**src/rtl/mc_ctrl_pkg.sv**
```systemverilog
`default_nettype none
// ============================================================================
//  Module      : mc_ctrl_pkg
//  Description : Shared definitions for the multicycle MIPS control unit:
//                opcode constants, 4-bit state encodings, ALU / mux select
//                codes, the bundled control-word type and an opcode
//                legality helper.
//  Revision    : 1.0 - initial release
// ============================================================================
package mc_ctrl_pkg;

   // Primary opcodes (IR[31:26])
   localparam logic [5:0] OP_RTYPE = 6'b000000;
   localparam logic [5:0] OP_LW    = 6'b100011;
   localparam logic [5:0] OP_SW    = 6'b101011;
   localparam logic [5:0] OP_BEQ   = 6'b000100;
   localparam logic [5:0] OP_J     = 6'b000010;
   localparam logic [5:0] OP_ADDI  = 6'b001000;

   // Sequencer states; encodings 12-15 are unused and recover to FETCH
   typedef enum logic [3:0] {
      S_FETCH    = 4'd0,
      S_DECODE   = 4'd1,
      S_MEM_ADDR = 4'd2,
      S_MEM_RD   = 4'd3,
      S_MEM_WB   = 4'd4,
      S_MEM_WR   = 4'd5,
      S_EXEC     = 4'd6,
      S_R_WB     = 4'd7,
      S_BRANCH   = 4'd8,
      S_JUMP     = 4'd9,
      S_ADDI_EX  = 4'd10,
      S_ADDI_WB  = 4'd11
   } state_e;

   // ALU operation class
   localparam logic [1:0] C_ALUOP_ADD   = 2'b00;
   localparam logic [1:0] C_ALUOP_SUB   = 2'b01;
   localparam logic [1:0] C_ALUOP_FUNCT = 2'b10;

   // ALU B-operand select
   localparam logic [1:0] C_SRCB_REG    = 2'b00;
   localparam logic [1:0] C_SRCB_FOUR   = 2'b01;
   localparam logic [1:0] C_SRCB_IMM    = 2'b10;
   localparam logic [1:0] C_SRCB_IMM_SH = 2'b11;

   // PC source select
   localparam logic [1:0] C_PCSRC_ALU    = 2'b00;
   localparam logic [1:0] C_PCSRC_ALUOUT = 2'b01;
   localparam logic [1:0] C_PCSRC_JUMP   = 2'b10;

   // Complete set of datapath controls produced each cycle
   typedef struct packed {
      logic       pc_write;
      logic       pc_write_cond;
      logic       i_or_d;
      logic       mem_read;
      logic       mem_write;
      logic       ir_write;
      logic       mem_to_reg;
      logic       reg_dst;
      logic       reg_write;
      logic       alu_src_a;
      logic [1:0] alu_src_b;
      logic [1:0] alu_op;
      logic [1:0] pc_source;
      logic       instr_done;
      logic       illegal_op;
   } ctrl_t;

   // True when the opcode has a defined execution sequence
   function automatic logic op_supported(input logic [5:0] op, input logic enable_addi);
      logic ok;
      case (op)
         OP_RTYPE, OP_LW, OP_SW, OP_BEQ, OP_J: ok = 1'b1;
         OP_ADDI:                              ok = enable_addi;
         default:                              ok = 1'b0;
      endcase
      return ok;
   endfunction

endpackage
`default_nettype wire

```
**src/rtl/mc_ctrl_decode.sv**
```systemverilog
`default_nettype none
// ============================================================================
//  Module      : mc_ctrl_decode
//  Description : Combinational output decoder for the multicycle control
//                FSM. Maps current state (plus mem_ready for the stalling
//                states and opcode for the DECODE illegal check) to the
//                datapath control word. Reset forces every control to 0.
//  Ports       : i_rst       - reset, masks all outputs
//                i_state     - current sequencer state
//                i_mem_ready - memory access completes this cycle
//                i_opcode    - IR[31:26]
//                o_ctrl      - control word
//  Revision    : 1.0 - initial release
// ============================================================================
module mc_ctrl_decode
   import mc_ctrl_pkg::*;
#(
   parameter bit ENABLE_ADDI = 1'b1
) (
   input  logic       i_rst,
   input  state_e     i_state,
   input  logic       i_mem_ready,
   input  logic [5:0] i_opcode,
   output ctrl_t      o_ctrl
);

   always_comb begin
      o_ctrl = '0;
      if (!i_rst) begin
         case (i_state)
            S_FETCH: begin
               o_ctrl.mem_read  = 1'b1;
               o_ctrl.alu_src_b = C_SRCB_FOUR;
               o_ctrl.alu_op    = C_ALUOP_ADD;
               o_ctrl.pc_source = C_PCSRC_ALU;
               // IR and PC only advance once the instruction word arrives
               o_ctrl.ir_write  = i_mem_ready;
               o_ctrl.pc_write  = i_mem_ready;
            end
            S_DECODE: begin
               // Speculatively compute the branch target into ALUOut
               o_ctrl.alu_src_b  = C_SRCB_IMM_SH;
               o_ctrl.alu_op     = C_ALUOP_ADD;
               o_ctrl.illegal_op = !op_supported(i_opcode, ENABLE_ADDI);
               o_ctrl.instr_done = !op_supported(i_opcode, ENABLE_ADDI);
            end
            S_MEM_ADDR, S_ADDI_EX: begin
               o_ctrl.alu_src_a = 1'b1;
               o_ctrl.alu_src_b = C_SRCB_IMM;
               o_ctrl.alu_op    = C_ALUOP_ADD;
            end
            S_MEM_RD: begin
               o_ctrl.mem_read = 1'b1;
               o_ctrl.i_or_d   = 1'b1;
            end
            S_MEM_WB: begin
               o_ctrl.reg_write  = 1'b1;
               o_ctrl.mem_to_reg = 1'b1;
               o_ctrl.instr_done = 1'b1;
            end
            S_MEM_WR: begin
               o_ctrl.mem_write  = 1'b1;
               o_ctrl.i_or_d     = 1'b1;
               o_ctrl.instr_done = i_mem_ready;
            end
            S_EXEC: begin
               o_ctrl.alu_src_a = 1'b1;
               o_ctrl.alu_src_b = C_SRCB_REG;
               o_ctrl.alu_op    = C_ALUOP_FUNCT;
            end
            S_R_WB: begin
               o_ctrl.reg_write  = 1'b1;
               o_ctrl.reg_dst    = 1'b1;
               o_ctrl.instr_done = 1'b1;
            end
            S_BRANCH: begin
               o_ctrl.alu_src_a     = 1'b1;
               o_ctrl.alu_src_b     = C_SRCB_REG;
               o_ctrl.alu_op        = C_ALUOP_SUB;
               o_ctrl.pc_write_cond = 1'b1;
               o_ctrl.pc_source     = C_PCSRC_ALUOUT;
               o_ctrl.instr_done    = 1'b1;
            end
            S_JUMP: begin
               o_ctrl.pc_write   = 1'b1;
               o_ctrl.pc_source  = C_PCSRC_JUMP;
               o_ctrl.instr_done = 1'b1;
            end
            S_ADDI_WB: begin
               o_ctrl.reg_write  = 1'b1;
               o_ctrl.instr_done = 1'b1;
            end
            default: o_ctrl = '0;
         endcase
      end
   end

endmodule
`default_nettype wire

```
**src/rtl/multicycle_control.sv**
```systemverilog
`default_nettype none
// ============================================================================
//  Module      : multicycle_control
//  Description : Moore-style sequencer for a multicycle MIPS datapath. Holds
//                the state register and next-state logic; control outputs
//                come from mc_ctrl_decode.
//  Ports       : clock, reset (sync, active-high), opcode (IR[31:26]),
//                mem_ready; outputs pc_write, pc_write_cond, i_or_d,
//                mem_read, mem_write, ir_write, mem_to_reg, reg_dst,
//                reg_write, alu_src_a, alu_src_b[1:0], alu_op[1:0],
//                pc_source[1:0], state[3:0], instr_done, illegal_op
//  Revision    : 1.0 - initial release
// ============================================================================
module multicycle_control
   import mc_ctrl_pkg::*;
#(
   parameter bit ENABLE_ADDI = 1'b1
) (
   input  logic       clock,
   input  logic       reset,
   input  logic [5:0] opcode,
   input  logic       mem_ready,
   output logic       pc_write,
   output logic       pc_write_cond,
   output logic       i_or_d,
   output logic       mem_read,
   output logic       mem_write,
   output logic       ir_write,
   output logic       mem_to_reg,
   output logic       reg_dst,
   output logic       reg_write,
   output logic       alu_src_a,
   output logic [1:0] alu_src_b,
   output logic [1:0] alu_op,
   output logic [1:0] pc_source,
   output logic [3:0] state,
   output logic       instr_done,
   output logic       illegal_op
);

   state_e state_q;
   state_e state_d;
   ctrl_t  w_ctrl;

   // opcode only matters in DECODE and MEM_ADDR
   always_comb begin
      state_d = S_FETCH;
      case (state_q)
         S_FETCH:    state_d = mem_ready ? S_DECODE : S_FETCH;
         S_DECODE: begin
            case (opcode)
               OP_RTYPE:     state_d = S_EXEC;
               OP_LW, OP_SW: state_d = S_MEM_ADDR;
               OP_BEQ:       state_d = S_BRANCH;
               OP_J:         state_d = S_JUMP;
               OP_ADDI:      state_d = ENABLE_ADDI ? S_ADDI_EX : S_FETCH;
               default:      state_d = S_FETCH;
            endcase
         end
         S_MEM_ADDR: state_d = (opcode == OP_SW) ? S_MEM_WR : S_MEM_RD;
         S_MEM_RD:   state_d = mem_ready ? S_MEM_WB : S_MEM_RD;
         S_MEM_WR:   state_d = mem_ready ? S_FETCH : S_MEM_WR;
         S_EXEC:     state_d = S_R_WB;
         S_ADDI_EX:  state_d = S_ADDI_WB;
         default:    state_d = S_FETCH;
      endcase
   end

   always_ff @(posedge clock) begin
      if (reset) begin
         state_q <= S_FETCH;
      end else begin
         state_q <= state_d;
      end
   end

   mc_ctrl_decode #(
      .ENABLE_ADDI (ENABLE_ADDI)
   ) u_decode (
      .i_rst       (reset),
      .i_state     (state_q),
      .i_mem_ready (mem_ready),
      .i_opcode    (opcode),
      .o_ctrl      (w_ctrl)
   );

   assign pc_write      = w_ctrl.pc_write;
   assign pc_write_cond = w_ctrl.pc_write_cond;
   assign i_or_d        = w_ctrl.i_or_d;
   assign mem_read      = w_ctrl.mem_read;
   assign mem_write     = w_ctrl.mem_write;
   assign ir_write      = w_ctrl.ir_write;
   assign mem_to_reg    = w_ctrl.mem_to_reg;
   assign reg_dst       = w_ctrl.reg_dst;
   assign reg_write     = w_ctrl.reg_write;
   assign alu_src_a     = w_ctrl.alu_src_a;
   assign alu_src_b     = w_ctrl.alu_src_b;
   assign alu_op        = w_ctrl.alu_op;
   assign pc_source     = w_ctrl.pc_source;
   assign instr_done    = w_ctrl.instr_done;
   assign illegal_op    = w_ctrl.illegal_op;

   // Reported state reads as FETCH while reset is held
   assign state = reset ? 4'd0 : 4'(state_q);

endmodule
`default_nettype wire
```
**config.mk**
```make
export PLATFORM = sky130hd
export DESIGN_NAME = multicycle_control
export DESIGN_NICKNAME = d
export VERILOG_FILES = /design/src/rtl/mc_ctrl_pkg.sv /design/src/rtl/mc_ctrl_decode.sv /design/src/rtl/multicycle_control.sv
export SDC_FILE = /design/constraint.sdc
export NUM_CORES = 1
export LEC_CHECK = 0
export ABC_AREA = 1
export CAP_MARGIN = 0
export CORE_MARGIN = 5
export CORE_UTILIZATION = 42
export CTS_CLUSTER_SIZE = 40
export DETAILED_ROUTE_END_ITERATION = 12
export PLACE_DENSITY = 0.8
export SYNTH_ARGS = -nofsm -noshare
export SYNTH_HDL_FRONTEND = slang
export SYNTH_HIERARCHICAL = 1
export SYNTH_SLANG_ARGS = --single-unit
```
**constraint.sdc**
```tcl
create_clock -name clock -period 2.55 [get_ports clock]
set_input_delay 0.3825 -clock clock [delete_from_list [all_inputs] [get_ports clock]]
set_output_delay 0.3825 -clock clock [all_outputs]
set_load 0.005 [all_outputs]
```
==> results.md <==
- Final cycle utilization of the critical path: 90.8%
- Complex-gate fraction of the synthesized area: 12.2%
- TritonCTS Sinks: 4
- Seq/Total Area, Yosys: 12.6%
- Final Critical Period: 2.32 ns
- DRT Wirelength: 1.83 mm
- Routed len/inst: 10.4 um
- CP most frequent cell: nor2_1
- Main combinational cell family by area after synthesis: simple AND/OR/NAND/NOR gates
- 1st-iter DRT viols: 13
- # Post-CTS Setup Buffers: 0
- Critical-path cell list: inv_1, nor2_1, nand2_1, nor2_1, nor2_1, a21oi_1, clkdlybuf4s50_1
- Crit-path slowest cell: clkdlybuf4s50_1
- Inst Count DP: 173
- Initial antenna violation count: 0
- # IOs: 31
- Row count: 14
- Setup ws final: 0.235 ns
- Max Freq: 432 MHz
- Number of flip-flops in the largest register: 4
- Die H: 48.9 um
- Starting density of the core: 43.2%
- Setup TNS: 0 ns
- DRT Pass-1 Iters: 4
- GRT Overall Usage: 15.8%
- Max_slew headroom: 72.7%
- Worst hold path class: reg2reg
- Syn Inst Count: 129
- Largest regs: state_q (4)
- Synth Cell Area: 636 um2
- Final nets: 171
- Vias in the first global route: 808
- Most frequent cells in the layout: nor2_1, nand2_1, clkdlybuf4s50_1
- Post-synthesis mux area share: 0%
- Unique cell type count in the Yosys netlist: 21
- Crit path required time: 2.17 ns
- Gp weighted congestion: 0.887
- Core Area: 1470 um2
- Setup violators final: 0
- Syn Area/Cell: 4.93 um2
- Crit. End Element: output port
- Die extent in x: 48.9 um
- First-pass GRT wire length: 3.20 mm
- Worst VDD drop: 0.254 mV
- Remaining global-route overflow: 0
- Area Overhead vs Synth: 52.8%
- Adder-cell share of the synthesized area: 0%
- Crit path max fanout: 6
- WP buf/inv: 2
- Worst slew pin tran: 0.406 ns
- CTS buffer count: 3
- WS Path Type: reg2out
- Synth Area in XOR/XNOR: 0%
- RSZ-0062 raised after global routing: no
- Post-DRT Antenna Nets: 0
- Slowest stage delay, CP: 0.52 ns
- Slew Viols, Final: 0
- CP delay by family, top: buffers and inverters
- Worst hold slack: 0.820 ns
- Post-place setup slack: 0.259 ns
- Drc violations: 0
- Synthesized net count: 138
- Clock Path Buffers: 2
- Antenna diodes: 0
- Detailed placement HPWL: 1.55 mm
- # resized after CTS: 0
- Simple-gate share of the synthesized area: 59.3%
- Most flop-heavy register: state_q
- Status: finished, final reports clean
- Die ar.: 2390 um2
- Largest net degree at the start of global routing: 14
- Fin Clk Skew: 0.00561 ns
- Pwr Density: 229 nW/um2
- CTS root buf: clkbuf_4
- CTS clk-pin slew, worst paths: 0.04 ns
- Max Cap Viol: 0
- Commonest non-fill, non-tap cell in the layout: nor2_1
- Final Hold Viols: 0
- Critical Path AT: 1.93 ns
- Detailed-route via count: 868
- Layout cells sized above 1: 10.0%
- I/O Buffers: 30
- FF+latch count, synth: 4
- Hold Buf Count CTS: 0
- Clk_lat worst skew: 0.24 ns
- Non-Filler Instances: 176
- P_leak: 0.447 nW
- H-tree depth: 1
- YS warnings: 6
- TritonCTS clock tree: built
- Filler Cell Count: 146
- CP Launch Type: flip-flop
- DR vias/cell: 4.93
## cell families after synthesis
group,after synthesis
simple gates,86
buf+inv,25
compound gates,14
flops,4
## layer usage
layer,up-vias,routed length [um],global-route usage (%)
met5,-,0,0
met4,0,19,4.48
met3,2,110,2.75
met2,29,902,29.1
met1,371,794,18.2
li1,466,-,-
## synth_stat cells
cell | number | area (um2)
nand3_1 | 9 | 45.0
buf_4 | 2 | 15.0
dfxtp_1 | 4 | 80.1
clkbuf_1 | 2 | 7.51
nor2_1 | 33 | 124
a21oi_1 | 8 | 40.0
nand2_2 | 1 | 6.26
nand4_1 | 3 | 18.8
inv_2 | 3 | 11.3
o22ai_1 | 2 | 12.5
nand3_2 | 1 | 10.0
o211ai_1 | 1 | 7.51
a211oi_1 | 1 | 7.51
nor2_4 | 1 | 11.3
nor2_2 | 4 | 25.0
o21ai_0 | 1 | 5.00
o21ai_1 | 1 | 5.00
nor4_1 | 1 | 6.26
nand2_1 | 32 | 120
nor3_2 | 1 | 10.0
inv_1 | 18 | 67.6
## metrics by stage
step	total power, mW	cell area [um2]	utilization, %
after floorplan	0.104	636	-
after global placement	0.143	948	64.5
after detailed placement	0.144	948	64.5
after CTS	0.224	971	66.0
after global routing	0.242	971	66.0
final	0.222	971	66.0
## path summary, 6_finish.rpt
kind                            slack [ns]        from    endpoint  cells after the start
worst max-delay path                  0.23  state_q[0]  instr_done                      7
worst min-delay path                  0.82  state_q[0]  state_q[0]                      6
worst max register to register        1.31  state_q[1]  state_q[0]                      6
worst min register to register        0.82  state_q[0]  state_q[0]                      6
## worst min-delay path, delay by kind of cell, from the launching register on
family | cells | cell delay (ns)
AOI/OAI and AO/OA | 1 | 0.06
DFF | 1 | 0.37
buffers and inverters | 2 | 0.10
and+or+nand+nor | 3 | 0.24
## where the power goes
part           switching (mW)  leakage (nW)  internal, mW  total (mW)
clock                  0.0265        0.0138        0.0527      0.0792
sequential            0.00302        0.0325        0.0643      0.0673
combinational          0.0382         0.401        0.0373      0.0755
## final cells by class
| type | count | area (um2) | share of cell area, % |
|---|---|---|---|
| Timing Repair Buffer | 32 | 315 | 32.5 |
| Sequential cell | 4 | 80.1 | 8.25 |
| Multi-Input combinational cell | 100 | 454 | 46.8 |
| Inverter | 21 | 78.8 | 8.12 |
| Tap cell | 16 | 20.0 | 2.06 |
| Clock buffer | 3 | 22.5 | 2.32 |
No activity file was read; power rests on OpenSTA's default activity.
==> RTL edit 1 (same settings) <==
`ENABLE_ADDI` is set to 1'b1 in 2 places; all go to 1'b0.
--- a/src/rtl/mc_ctrl_decode.sv
+++ b/src/rtl/mc_ctrl_decode.sv
@@ -16,5 +16,5 @@
    import mc_ctrl_pkg::*;
 #(
-   parameter bit ENABLE_ADDI = 1'b1
+   parameter bit ENABLE_ADDI = 1'b0
 ) (
    input  logic       i_rst,
--- a/src/rtl/multicycle_control.sv
+++ b/src/rtl/multicycle_control.sv
@@ -15,5 +15,5 @@
    import mc_ctrl_pkg::*;
 #(
-   parameter bit ENABLE_ADDI = 1'b1
+   parameter bit ENABLE_ADDI = 1'b0
 ) (
    input  logic       clock,
Function: changed (Yosys sat finds a counterexample within 4 cycles, from zero or initial values and one cycle with reset high).
==> RTL edit 1 against the original RTL <==
Sequential share of layout area is 0.22 points lower; non-clock buffer count is 1 lower; total power is 2.6% lower; largest cell class unchanged; final area is 2.7% higher; synthesized area is 5.5% higher; wire length is 0.66% lower; count of clock-buffer cells in the layout stayed put; sequential cell count stayed put; setup slack better by 0.074 ns.
==> RTL edit 1: results (changes against the original RTL) <==
| Metric | Value |
|---|---|
| Commonest cells post-synth | `nand2_1 (30), nor2_1 (27), inv_1 (15)` |
| Compound-gate portion of the synthesized area | `11.9% (-0.26 points)` |
| Run status | `finished, final reports clean` |
| Hpwl dp | `1580 um (+2.2%)` |
| Post-synthesis net count | `141 (+2.2%)` |
| H-tree depth | `1 (unchanged)` |
| Data arrival, critical path | `1.86 ns (-0.07 ns)` |
| Seq/Total Area, Yosys | `11.9% (-0.66 points)` |
| Non-clk buf share | `30.9% (-1.6 points)` |
| Clock Skews | `0.00136 ns (-0.00425 ns)` |
| Static Leak | `0.458 nW (+2.4%)` |
| Reg2Reg Setup Slack | `1.35 ns (+0.04 ns)` |
| Filler cell count | `143 (-2.1%)` |
| Minimum clock period | `2.24 ns (-0.0741 ns)` |
| Vias in the first global route | `779 (-3.6%)` |
| Buffers, non-clock | `31 (-3.1%)` |
| Pin count of the biggest net entering global routing | `16 (+2)` |
| Post_cts resized | `0 (unchanged)` |
| Share of cells above drive strength 1 | `16.7% (+6.7 points)` |
| Clock network area share | `2.26% (-0.061 points)` |
| Fraction of area in registers | `8.03% (-0.22 points)` |
| Clock buffer count | `3 (unchanged)` |
| FF+latch count | `4 (unchanged)` |
| Count of cell types in the netlist | `21 (unchanged)` |
| Initial antenna violation count | `0 (unchanged)` |
| Vias | `892 (+2.8%)` |
| Diodes inserted | `0 (unchanged)` |
| XOR/XNOR Fraction of Synth Area | `0% (unchanged)` |
| Invs w/o clock | `23 (+9.5%)` |
| Top cells by area, synth | `nand2_1 (17%), nor2_1 (15%), dfxtp_1 (12%), nand3_1 (10%), inv_1 (8.4%)` |
| Area occupied by multi-input gates | `480 um^2 (+5.8%)` |
| Fin nets | `173 (+1.2%)` |
| Synthesized cell area | `671 um^2 (+5.5%)` |
| Worst rel slew slack | `77.1% (+4.4 points)` |
| DRT Wirelength | `1820 um (-0.66%)` |
| Worst hold-check path type | `register to register` |
| Top Family by Delay on Critical Path | `buffers and inverters` |
| CP max stage delay | `0.50 ns (-0.02 ns)` |
| RePlAce Congestion | `0.891 (+0.49%)` |
| DP Area | `975 um^2 (+2.8%)` |
| First-pass GRT wire length | `2950 um (-8.0%)` |
| VDD IR max | `0.000296 V (+17%)` |
| GR Util All Layers | `14.6% (-1.3 points)` |
| Net Sw Frac | `29.0% (-1.5 points)` |
| First-pass iteration count of the detailed router | `5 (+1)` |
| Synth-to-Final Area Change | `48.7%` |
| #MultiIn Comb | `101 (+1.0%)` |
| Initial DRC count | `22 (+9)` |
[RTL edit 1: through the flow]
step           std cells  hold WS [ns]  util [%]
2_1_floorplan        132         0.632         -
5_1_grt              178         0.770      66.2
6_report             178         0.716      66.2
3_5_place_dp         175         0.711      64.7
3_3_place_gp         175         0.711      64.7
4_1_cts              178         0.720      66.2
[RTL edit 1: worst paths after layout]
kind,startpoint,end,depth (start not counted)
worst max-delay path,opcode[5],instr_done,6
worst min-delay path,state_q[0],state_q[3],4
worst max register to register,state_q[1],state_q[2],8
worst min register to register,state_q[0],state_q[3],4
[RTL edit 1: routing by layer]
metal	wire (um)	GRT usage (%)
met2	886	27.3
met5	0	0
met3	121	1.81
met4	70	10.5
met1	737	14.1
[RTL edit 1: power by group through the flow]
stage	clock network [mW]	registers, mW	logic (mW)
floorplan	0	0.0675	0.0381
global placement	0	0.0682	0.0743
detailed placement	0	0.0681	0.0757
CTS	0.0782	0.0671	0.0760
global route	0.0832	0.0673	0.0836
finish	0.0733	0.0672	0.0756
==> RTL edit 2 (config.mk and constraints unchanged) <==
Made on the original files. Reset style: asynchronous (`reset`), changed in one clocked block.
--- a/src/rtl/multicycle_control.sv
+++ b/src/rtl/multicycle_control.sv
@@ -67,5 +67,5 @@
    end
 
-   always_ff @(posedge clock) begin
+   always_ff @(posedge clock or posedge reset) begin
       if (reset) begin
          state_q <= S_FETCH;
Formal check against the unedited RTL: no difference found for any inputs over 10 cycles, from zero or initial values and one cycle with reset high; that may be too few to reach the edited logic, so the function may still have changed.
==> RTL edit 2 against the original RTL <==
Setup slack got worse by 0.0021 ns; wire length decreased by 0.27%; sequential cell count unchanged; synthesized area increased by 3.7%; first-iteration DRC count increased by 7.7%; final area increased by 2.2%; maximum frequency about the same; cell count increased by 0.57%.
Power is not compared: it rests on default switching activity, and its combinational part moved more than twofold at a synthesized area within 25%.
==> RTL edit 2: results (changes against the original RTL) <==
| Metric | Value |
|---|---|
| GR Util All Layers | `13.7% (-2.1 points)` |
| Buffers added on ports | `30 (unchanged)` |
| Worst skew pair latency | `0.22 ns (-0.02 ns)` |
| Count of cell types in the netlist | `20 (-4.8%)` |
| Vias | `864 (-0.46%)` |
| Actual slew at the worst max-slew pin | `0.420 ns (+0.0141 ns)` |
| First-pass GRT wire length | `2860 um (-11%)` |
| CTS Buffer Depth | `2 (unchanged)` |
| Clock Skews | `0.000323 ns (-0.00529 ns)` |
| Syn. warnings | `6 (unchanged)` |
| Ys flop type | `dfrtp_1` |
| Diodes inserted | `0 (unchanged)` |
| Worst hold-check path type | `input port to async pin` |
| Hpwl dp | `1560 um (+1.0%)` |
| Post-synthesis net count | `139 (+0.72%)` |
| Seq/Total Area, Yosys | `15.2% (+2.6 points)` |
| Run status | `finished, final reports clean` |
| Initial antenna violation count | `0 (unchanged)` |
| Fin nets | `172 (+0.58%)` |
| VDD IR max | `0.000453 V` |
| Filler cell count | `143 (-2.1%)` |
| Root Buffer | `clkbuf_4` |
| Pin count of the biggest net entering global routing | `13 (-1)` |
| Vias in the first global route | `717 (-11%)` |
| Top Registers | `state_q: 4 flops` |
| RePlAce Congestion | `0.838 (-5.5%)` |
| Crit path max fanout | `6 (unchanged)` |
| DP Area | `968 um^2 (+2.1%)` |
| Initial DRC count | `14 (+1)` |
| Reg2Reg Setup Slack | `1.34 ns (+0.03 ns)` |
| Async S/R FF share, synth | `100% (+100 points)` |
| TritonCTS buffer count | `3 (unchanged)` |
| H-tree depth | `1 (unchanged)` |
| Top cells by area, synth | `nand2_1 (22%), nor2_1 (18%), dfrtp_1 (15%), inv_1 (9.1%), nor2_2 (6.6%)` |
| DRT Wirelength | `1820 um (-0.27%)` |
| First-pass iteration count of the detailed router | `4 (unchanged)` |
| Commonest cells post-synth | `nand2_1 (39), nor2_1 (31), inv_1 (16)` |
| Share of cells above drive strength 1 | `11.8% (+1.8 points)` |
| Clock-pin slew on the worst setup and hold paths | `0.03 ns` |
RTL edit 2: cell types whose count changed after synthesis, moves of 2 or more:
| cell | change |
|---|---|
| inv_1 | -2 |
| a21oi_1 | -3 |
| inv_2 | +2 |
| nand2_1 | +7 |
| nor2_1 | -2 |
| nand3b_1 | +2 |
| dfrtp_1 | +4 |
| dfxtp_1 | -4 |
| nor2_2 | +3 |
| nand4_1 | -2 |
RTL edit 2: per-layer routing:
layer / track usage (%) / share of wire (%)
met1: 15.1 / 42
met2: 27.5 / 51
met3: 2.11 / 6.4
met4: 1.31 / 0
met5: 0 / 0
RTL edit 2: stage by stage:
stage	util [%]	hold slack (ns)	instances	worst slack [ns]	total power, mW
after floorplan	-	0.149	130	0.952	0.363
after global placement	64.3	0.706	174	0.288	0.548
after detailed placement	64.3	0.738	174	0.210	0.557
after CTS	65.8	0.500	177	0.166	0.635
after global routing	65.9	0.537	177	0.0672	0.691
final	65.9	0.504	177	0.233	0.631
RTL edit 2: area by class of cell:
| cell class | count | area [um^2] | area share (%) |
|---|---|---|---|
| multi-input combinational | 102 | 462 | 46.5 |
| clock buffer | 3 | 22.5 | 2.27 |
| inverter | 21 | 78.8 | 7.94 |
| tap | 16 | 20.0 | 2.02 |
| sequential | 4 | 101 | 10.2 |
| timing repair buffer | 31 | 308 | 31.0 |
RTL edit 2: worst max-delay path, cell delays in order:
cell and delay, ns:
clkdlybuf4s50_1 0.51, nor4_1 0.45, clkdlybuf4s50_1 0.59
RTL edit 2: worst paths after layout:
path,start,depth (start not counted),endpoint
worst max-delay path,reset,3,pc_write_cond
worst min-delay path,reset,2,state_q[2]
worst max register to register,state_q[1],6,state_q[0]
worst min register to register,state_q[0],3,state_q[3]
max in group asynchronous,reset,2,state_q[0]
min in group clock,state_q[0],3,state_q[3]
RTL edit 2: power by group:
group	total, mW	switching (mW)	internal, mW
registers	0.137	0.0530	0.0842
logic	0.421	0.223	0.197
clock network	0.0735	0.0211	0.0523
RTL edit 2: what timing repair did:
action                                  4_1_cts  5_1_grt
setup buffers                                 0        0
hold buffers                                  0        0
resized for setup                             0        1
endpoints found under the setup margin        0        1
RTL edit 2: kinds of logic (layout without fill, tap and decap cells):
| group | count (synthesis) | after routing | share of synthesized area [%] |
|---|---|---|---|
| xor+xnor | 1 | 1 | 1.33 |
| flops | 4 | 4 | 15.2 |
| simple gates | 91 | 91 | 60.0 |
| buf+inv | 24 | 55 | 14.8 |
| compound gates | 10 | 10 | 8.73 |
